$ cat src/rtl/alu_pkg.sv
// Shared ALU opcodes, widths and the response entry layout.
// Used by the sequencer, its response FIFO and the bus interface.
package alu_pkg;

  localparam int OPERAND_W = 32;
  localparam int OPCODE_W  = 4;
  localparam int RESULT_W  = 33;

  localparam logic [OPCODE_W-1:0] OP_ADD = 4'b0000;
  localparam logic [OPCODE_W-1:0] OP_SUB = 4'b1000;
  localparam logic [OPCODE_W-1:0] OP_AND = 4'b0111;
  localparam logic [OPCODE_W-1:0] OP_OR  = 4'b0110;
  localparam logic [OPCODE_W-1:0] OP_XOR = 4'b0100;
  localparam logic [OPCODE_W-1:0] OP_SLL = 4'b0001;
  localparam logic [OPCODE_W-1:0] OP_SRL = 4'b0101;

  typedef struct packed {
    logic                illegal;
    logic [RESULT_W-1:0] result;
  } rsp_entry_t;

  function automatic logic is_legal_op(
    input logic [OPCODE_W-1:0] op
  );
    case (op)
      OP_ADD, OP_SUB, OP_AND, OP_OR,
      OP_XOR, OP_SLL, OP_SRL: return 1'b1;
      default:                return 1'b0;
    endcase
  endfunction

endpackage

$ cat src/rtl/alu_sequencer_if.sv
// Request, ALU-drive and response signals of the ALU sequencer.
// master: sequencer side; slave: requester/ALU/consumer side.
interface alu_sequencer_if;
  import alu_pkg::*;

  logic                 req_valid;
  logic                 req_ready;
  logic [OPERAND_W-1:0] req_operand1;
  logic [OPERAND_W-1:0] req_operand2;
  logic [OPCODE_W-1:0]  req_opcode;

  logic [OPERAND_W-1:0] alu_operand1;
  logic [OPERAND_W-1:0] alu_operand2;
  logic [OPCODE_W-1:0]  alu_opcode;
  logic [RESULT_W-1:0]  alu_result;

  logic                 rsp_valid;
  logic                 rsp_ready;
  logic [RESULT_W-1:0]  rsp_result;
  logic                 rsp_illegal;

  modport master (
    input  req_valid, req_operand1, req_operand2,
    input  req_opcode, alu_result, rsp_ready,
    output req_ready, alu_operand1, alu_operand2,
    output alu_opcode, rsp_valid, rsp_result,
    output rsp_illegal
  );

  modport slave (
    output req_valid, req_operand1, req_operand2,
    output req_opcode, alu_result, rsp_ready,
    input  req_ready, alu_operand1, alu_operand2,
    input  alu_opcode, rsp_valid, rsp_result,
    input  rsp_illegal
  );

endinterface

$ cat src/rtl/alu_seq_rsp_fifo.sv
// In-order response FIFO; no fall-through, head reads 0 when empty.
// Ports: clock, reset, push/push_data, pop, head, valid.
module alu_seq_rsp_fifo #(
  parameter int WIDTH = 34,
  parameter int DEPTH = 4
) (
  input  logic             clock,
  input  logic             reset,
  input  logic             push,
  input  logic [WIDTH-1:0] push_data,
  input  logic             pop,
  output logic [WIDTH-1:0] head,
  output logic             valid
);
  localparam int AW = $clog2(DEPTH);
  localparam int CW = $clog2(DEPTH + 1);

  logic [WIDTH-1:0] mem [DEPTH];
  logic [AW-1:0]    wr_ptr;
  logic [AW-1:0]    rd_ptr;
  logic [CW-1:0]    count;
  logic             do_pop;

  function automatic logic [AW-1:0] bump(
    input logic [AW-1:0] p
  );
    return (p == AW'(DEPTH - 1)) ? '0 : p + AW'(1);
  endfunction

  assign valid  = (count != '0);
  assign do_pop = pop && valid;
  assign head   = valid ? mem[rd_ptr] : '0;

  always_ff @(posedge clock or posedge reset) begin
    if (reset) begin
      wr_ptr <= '0;
      rd_ptr <= '0;
      count  <= '0;
    end else begin
      if (push)   wr_ptr <= bump(wr_ptr);
      if (do_pop) rd_ptr <= bump(rd_ptr);
      case ({push, do_pop})
        2'b10:   count <= count + CW'(1);
        2'b01:   count <= count - CW'(1);
        default: count <= count;
      endcase
    end
  end

  always_ff @(posedge clock) begin
    if (push) mem[wr_ptr] <= push_data;
  end

endmodule

$ cat src/rtl/alu_sequencer.sv
// Issues ops to a registered ALU, returns results in order with credits.
// Ports: clock, reset, bus (master). Option: ALU_SEQ_OPCODE_CHECK_EN.
module alu_sequencer
  import alu_pkg::*;
#(
  parameter int ALU_LATENCY = 1,
  parameter int RSP_DEPTH   = 4
) (
  input logic             clock,
  input logic             reset,
  alu_sequencer_if.master bus
);
  localparam int CW = $clog2(RSP_DEPTH + 1);

  logic [CW-1:0]        outstanding;
  logic                 accept;
  logic                 pop;
  logic [ALU_LATENCY:0] vpipe;
  logic                 wr_ill;
  rsp_entry_t           wr_data;
  rsp_entry_t           head;
  logic                 head_valid;

  // Credits cover in-flight plus stored ops, so the FIFO never overflows.
  assign bus.req_ready = (outstanding < CW'(RSP_DEPTH));
  assign accept = bus.req_valid && bus.req_ready;
  assign pop    = bus.rsp_valid && bus.rsp_ready;

  always_ff @(posedge clock or posedge reset) begin
    if (reset) begin
      bus.alu_operand1 <= '0;
      bus.alu_operand2 <= '0;
      bus.alu_opcode   <= '0;
    end else if (accept) begin
      bus.alu_operand1 <= bus.req_operand1;
      bus.alu_operand2 <= bus.req_operand2;
      bus.alu_opcode   <= bus.req_opcode;
    end
  end

  // Stage ALU_LATENCY marks the cycle the ALU output belongs to an op.
  always_ff @(posedge clock or posedge reset) begin
    if (reset) begin
      vpipe <= '0;
    end else begin
      vpipe[0] <= accept;
      for (int i = 1; i <= ALU_LATENCY; i++)
        vpipe[i] <= vpipe[i-1];
    end
  end

`ifdef ALU_SEQ_OPCODE_CHECK_EN
  logic [ALU_LATENCY:0] ipipe;

  always_ff @(posedge clock or posedge reset) begin
    if (reset) begin
      ipipe <= '0;
    end else begin
      ipipe[0] <= accept && !is_legal_op(bus.req_opcode);
      for (int i = 1; i <= ALU_LATENCY; i++)
        ipipe[i] <= ipipe[i-1];
    end
  end

  assign wr_ill = ipipe[ALU_LATENCY];
`else
  assign wr_ill = 1'b0;
`endif

  always_ff @(posedge clock or posedge reset) begin
    if (reset) begin
      outstanding <= '0;
    end else begin
      case ({accept, pop})
        2'b10:   outstanding <= outstanding + CW'(1);
        2'b01:   outstanding <= outstanding - CW'(1);
        default: outstanding <= outstanding;
      endcase
    end
  end

  assign wr_data.illegal = wr_ill;
  assign wr_data.result  = bus.alu_result;

  alu_seq_rsp_fifo #(
    .WIDTH ($bits(rsp_entry_t)),
    .DEPTH (RSP_DEPTH)
  ) u_fifo (
    .clock     (clock),
    .reset     (reset),
    .push      (vpipe[ALU_LATENCY]),
    .push_data (wr_data),
    .pop       (pop),
    .head      (head),
    .valid     (head_valid)
  );

  assign bus.rsp_valid   = head_valid;
  assign bus.rsp_result  = head.result;
  assign bus.rsp_illegal = head.illegal;

endmodule

$ cat src/flat_wrapper.sv
// flat-port wrapper written by rule: the top's interface ports become plain ports
module alu_sequencer_flat import alu_pkg::*;
#(
  parameter int ALU_LATENCY = 1,
  parameter int RSP_DEPTH   = 4
)
  (clock, reset, bus_req_valid, bus_req_operand1, bus_req_operand2, bus_req_opcode, bus_alu_result, bus_rsp_ready, bus_req_ready, bus_alu_operand1, bus_alu_operand2, bus_alu_opcode, bus_rsp_valid, bus_rsp_result, bus_rsp_illegal);
  alu_sequencer_if bus_i ();
  input logic clock;
  input logic reset;
  input wire logic [$bits(bus_i.req_valid)-1:0] bus_req_valid;
  input wire logic [$bits(bus_i.req_operand1)-1:0] bus_req_operand1;
  input wire logic [$bits(bus_i.req_operand2)-1:0] bus_req_operand2;
  input wire logic [$bits(bus_i.req_opcode)-1:0] bus_req_opcode;
  input wire logic [$bits(bus_i.alu_result)-1:0] bus_alu_result;
  input wire logic [$bits(bus_i.rsp_ready)-1:0] bus_rsp_ready;
  output wire logic [$bits(bus_i.req_ready)-1:0] bus_req_ready;
  output wire logic [$bits(bus_i.alu_operand1)-1:0] bus_alu_operand1;
  output wire logic [$bits(bus_i.alu_operand2)-1:0] bus_alu_operand2;
  output wire logic [$bits(bus_i.alu_opcode)-1:0] bus_alu_opcode;
  output wire logic [$bits(bus_i.rsp_valid)-1:0] bus_rsp_valid;
  output wire logic [$bits(bus_i.rsp_result)-1:0] bus_rsp_result;
  output wire logic [$bits(bus_i.rsp_illegal)-1:0] bus_rsp_illegal;
  assign bus_i.req_valid = bus_req_valid;
  assign bus_i.req_operand1 = bus_req_operand1;
  assign bus_i.req_operand2 = bus_req_operand2;
  assign bus_i.req_opcode = bus_req_opcode;
  assign bus_i.alu_result = bus_alu_result;
  assign bus_i.rsp_ready = bus_rsp_ready;
  assign bus_req_ready = bus_i.req_ready;
  assign bus_alu_operand1 = bus_i.alu_operand1;
  assign bus_alu_operand2 = bus_i.alu_operand2;
  assign bus_alu_opcode = bus_i.alu_opcode;
  assign bus_rsp_valid = bus_i.rsp_valid;
  assign bus_rsp_result = bus_i.rsp_result;
  assign bus_rsp_illegal = bus_i.rsp_illegal;
  alu_sequencer #(.ALU_LATENCY(ALU_LATENCY), .RSP_DEPTH(RSP_DEPTH)) u_core (.clock(clock), .reset(reset), .bus(bus_i));
endmodule
$ cat config.mk
export PLATFORM = sky130hd
export DESIGN_NAME = alu_sequencer_flat
export DESIGN_NICKNAME = d
export VERILOG_FILES = /design/src/rtl/alu_pkg.sv /design/src/rtl/alu_sequencer_if.sv /design/src/rtl/alu_seq_rsp_fifo.sv /design/src/rtl/alu_sequencer.sv /design/src/flat_wrapper.sv
export SDC_FILE = /design/constraint.sdc
export NUM_CORES = 1
export LEC_CHECK = 0
export ABC_AREA = 1
export CAP_MARGIN = 20
export CORE_AREA = 2 2 182 113
export DETAILED_ROUTE_END_ITERATION = 10
export DIE_AREA = 0 0 184 115
export DONT_BUFFER_PORTS = 1
export GPL_TIMING_DRIVEN = 0
export PLACE_DENSITY = 0.64
export RECOVER_POWER = 25
export SYNTH_ARGS = -nofsm -noshare
export SYNTH_HDL_FRONTEND = slang
export SYNTH_SLANG_ARGS = --single-unit
$ cat constraint.sdc
create_clock -name clock -period 2.5 [get_ports clock]
set_input_delay 0.25 -clock clock [delete_from_list [all_inputs] [get_ports clock]]
set_output_delay 0.25 -clock clock [all_outputs]
set_load 0.03 [all_outputs]
==> reports/metrics.cfg <==
[min_path]
hold_end=u_core.u_fifo.rd_ptr[0]$_DFFE_PP0P_
hp-class=input pin to register
min_from=bus_rsp_ready
whs_path_depth=2

[synthesis]
avgSynthCellArea_um2=9.923
synthMuxAreaShare=0
synth_top_area_cell=edfxtp_1
ys_seq_area_frac=0.6748
synth_fp_nets=1005
yosys-top-cells-area=edfxtp_1 (45%), dfrtp_1 (23%), nand2_1 (15%)
synth_top_family_by_area=simple AND/OR/NAND/NOR gates
yosys_warnings=0
ys_ff_latch=212
synth_cell_types=21
synth_xor_area_frac=0.001981
synth_compound_area_frac=0.02208
syn_area_mm2=0.008841
synthSimpleGateAreaFrac=0.1930
postSynthCellCount=891
synth_top_area_frac=0.4483
synthAdderAreaFrac=0.01444

[critical_path]
cp.required_ps=2250
crit_path_end_kind=output port
critPathMaxFanout=10
critPathKind=register to output port
path_buf_inv=2
arrival_ps=2160
reg2reg_slack_ps=410
startpoint=u_core.u_fifo.rd_ptr[0]$_DFFE_PP0P_
crit_chain=buf_4 > clkbuf_1 > nand2_1 > nand3_1 > a21oi_1
crit_path_top_delay_cell=a21oi_1
timing.rr.start=u_core.u_fifo.count[0]$_DFFE_PP0P_
critPathLaunchType=register
critPathMaxStageDelay_ps=580
r2r-end=u_core.u_fifo.count[1]$_DFFE_PP0P_
r2r_cells=8
path_delay_family=compound AO/OA/AOI/OAI gates

[job]
drv_cap=0

[timing]
tightest_slew_ps=939.0
slew_viol_final=0
maxSlewHeadroom=0.3706
final_hold_viol_count=0
max_freq_mhz=415.6
tns_ps=0
finalSetupViolations=0
min_period_ps=2406
min_period_over_period=0.9624
finalClockSkew_ps=13.99

[cts]
root_buffer=clkbuf_16
post_cts_buffers=0
cts_max_level=1
path_clk_slew_ps=60
clock_path_buffers=3
worstSkewPairLatency_ps=500
cts_tree=done
cts_sinks=212
numCtsBuffers=21

[layout]
layout.nets=1131
layout-drive-gt1-share=0.09302
final_area_mm2=0.01095
areaGrowthSynthToFinish_pct=23.83
final_common_cell=nand2_1
final_cell_mix=nand2_1 (356), inv_1 (148), edfxtp_1 (132), dlygate4sd3_1 (102), dfrtp_1 (80)
fin_util=0.5609

[floorplanning]
ios=209
core-area_mm2=0.01952
die_h_um=115
dieWidth_um=184
dieArea_mm2=0.02116
rows=40
start_util=0.4529

[placement]
dpl.hpwl_um=13280
gp_congestion=0.8410
dpl_cell_area_mm2=0.009186
io_buffers=0

[global_routing]
grt_util_met3=0.05290
antenna_found_initial=1
grt_max_degree=63
met2_usage=0.3140
top_usage_layer=met2
grt_overflow=0
grt_pass1_vias=6048
grt_use_met1=0.2766
track_usage=0.1999
grt_pass1_wl_um=32620

[routing]
vias_per_cell=4.733
drc=0
vias=6082
drt-initial-drc-count=389
postRouteAntennaNets=0
drtPass1Iterations=5
wl_um=21240
wire_per_inst_um=16.53

[power_and_ir_drop]
ir_drop_mv=0.5215
p_leak_nw=5.137
power_density_mw_per_mm2=1288
fin_total_pwr_w=0.01410

[outcome]
outcome=finished, final reports clean

-- how the worst max path moves through the flow --
stage | cells past startpoint | slack [ps] | endpoint
6_report | 5 | 90 | bus_rsp_result[9]
5_1_grt | 5 | -2 | bus_rsp_result[3]
4_1_cts | 4 | 0.4 | bus_rsp_result[21]
3_5_place_dp | 8 | 230 | u_core.u_fifo.count[1]$_DFFE_PP0P_
3_3_place_gp | 1 | -850 | u_core.bus.alu_opcode[3]$_DFFE_PP0P_
2_1_floorplan | 1 | 200 | u_core.bus.alu_opcode[0]$_DFFE_PP0P_
-- per-layer routing --
layer	share of wire	up-vias
met4	0.026	0
li1	-	3004
met5	0	-
met1	0.45	2839
met2	0.46	185
met3	0.068	54
-- cell families (layout without fill, tap and decap cells) --
group,Yosys count,after routing
and+or+nand+nor,429,429
buffers and inverters,199,340
AOI/OAI and AO/OA,39,39
other,1,2
DFF,212,212
adders and majority gates,9,9
xor gates and xnor gates,2,2
-- final cells by class --
| type | instances | area [µm²] |
|---|---|---|
| clock inverters | 8 | 42.54 |
| fillers | 1637 | 8571 |
| diodes | 1 | 2.502 |
| inverters | 158 | 594.3 |
| well taps | 252 | 315.3 |
| repair buffers | 103 | 1049 |
| plain buffers | 41 | 234.0 |
| clock buffers | 30 | 603.1 |
| flip-flops and latches | 212 | 5966 |
| multi-input cells | 480 | 2142 |
-- power breakdown --
group,leakage (nW),switching [W],internal (W)
Combinational,2.63,0.00351,0.00128
Clock,0.326,0.00130,0.00168
Sequential,2.18,0.00163,0.00471
-- registers in the layout, summed over array words and instances (netlist names) --
signal,cells
u_core.bus.alu_opcode,4
u_core.bus.alu_operand1,32
u_core.bus.alu_operand2,32
u_core.outstanding,3
u_core.u_fifo.count,3
u_core.u_fifo.mem,132
u_core.u_fifo.rd_ptr,2
u_core.u_fifo.wr_ptr,2
u_core.vpipe,2
-- Yosys cell counts --
cell and number:
nand2_1 356, inv_1 154, edfxtp_1 132, dfrtp_1 80
nand3_1 69, a21oi_1 34, clkbuf_1 15, buf_2 14
ha_1 7, buf_4 6, buf_6 5, inv_2 4
o21ai_0 4, fa_1 2, nand4_1 2, xnor2_1 2
buf_1 1, conb_1 1, nand2_2 1, o21ai_1 1
or2_0 1
-- per-stage QoR --
stage	hold WS (ps)	setup slack, ps	cells
final	69.65	94.02	1285
after global routing	89.20	-1.780	1285
after CTS	55.64	0.3915	1284
after detailed placement	90.76	234.3	1144
after global placement	334.2	-853.0	1143
after floorplan	331.2	198.3	891
-- timing repair --
action                                  CTS  global route
hold buffers                            102             0
pin swaps                                 0             0
endpoints found under the setup margin   31            14
endpoints found under the hold margin   280             0
gates resized for setup                  19             9
Note: power is estimated with default switching activity, not from simulation.
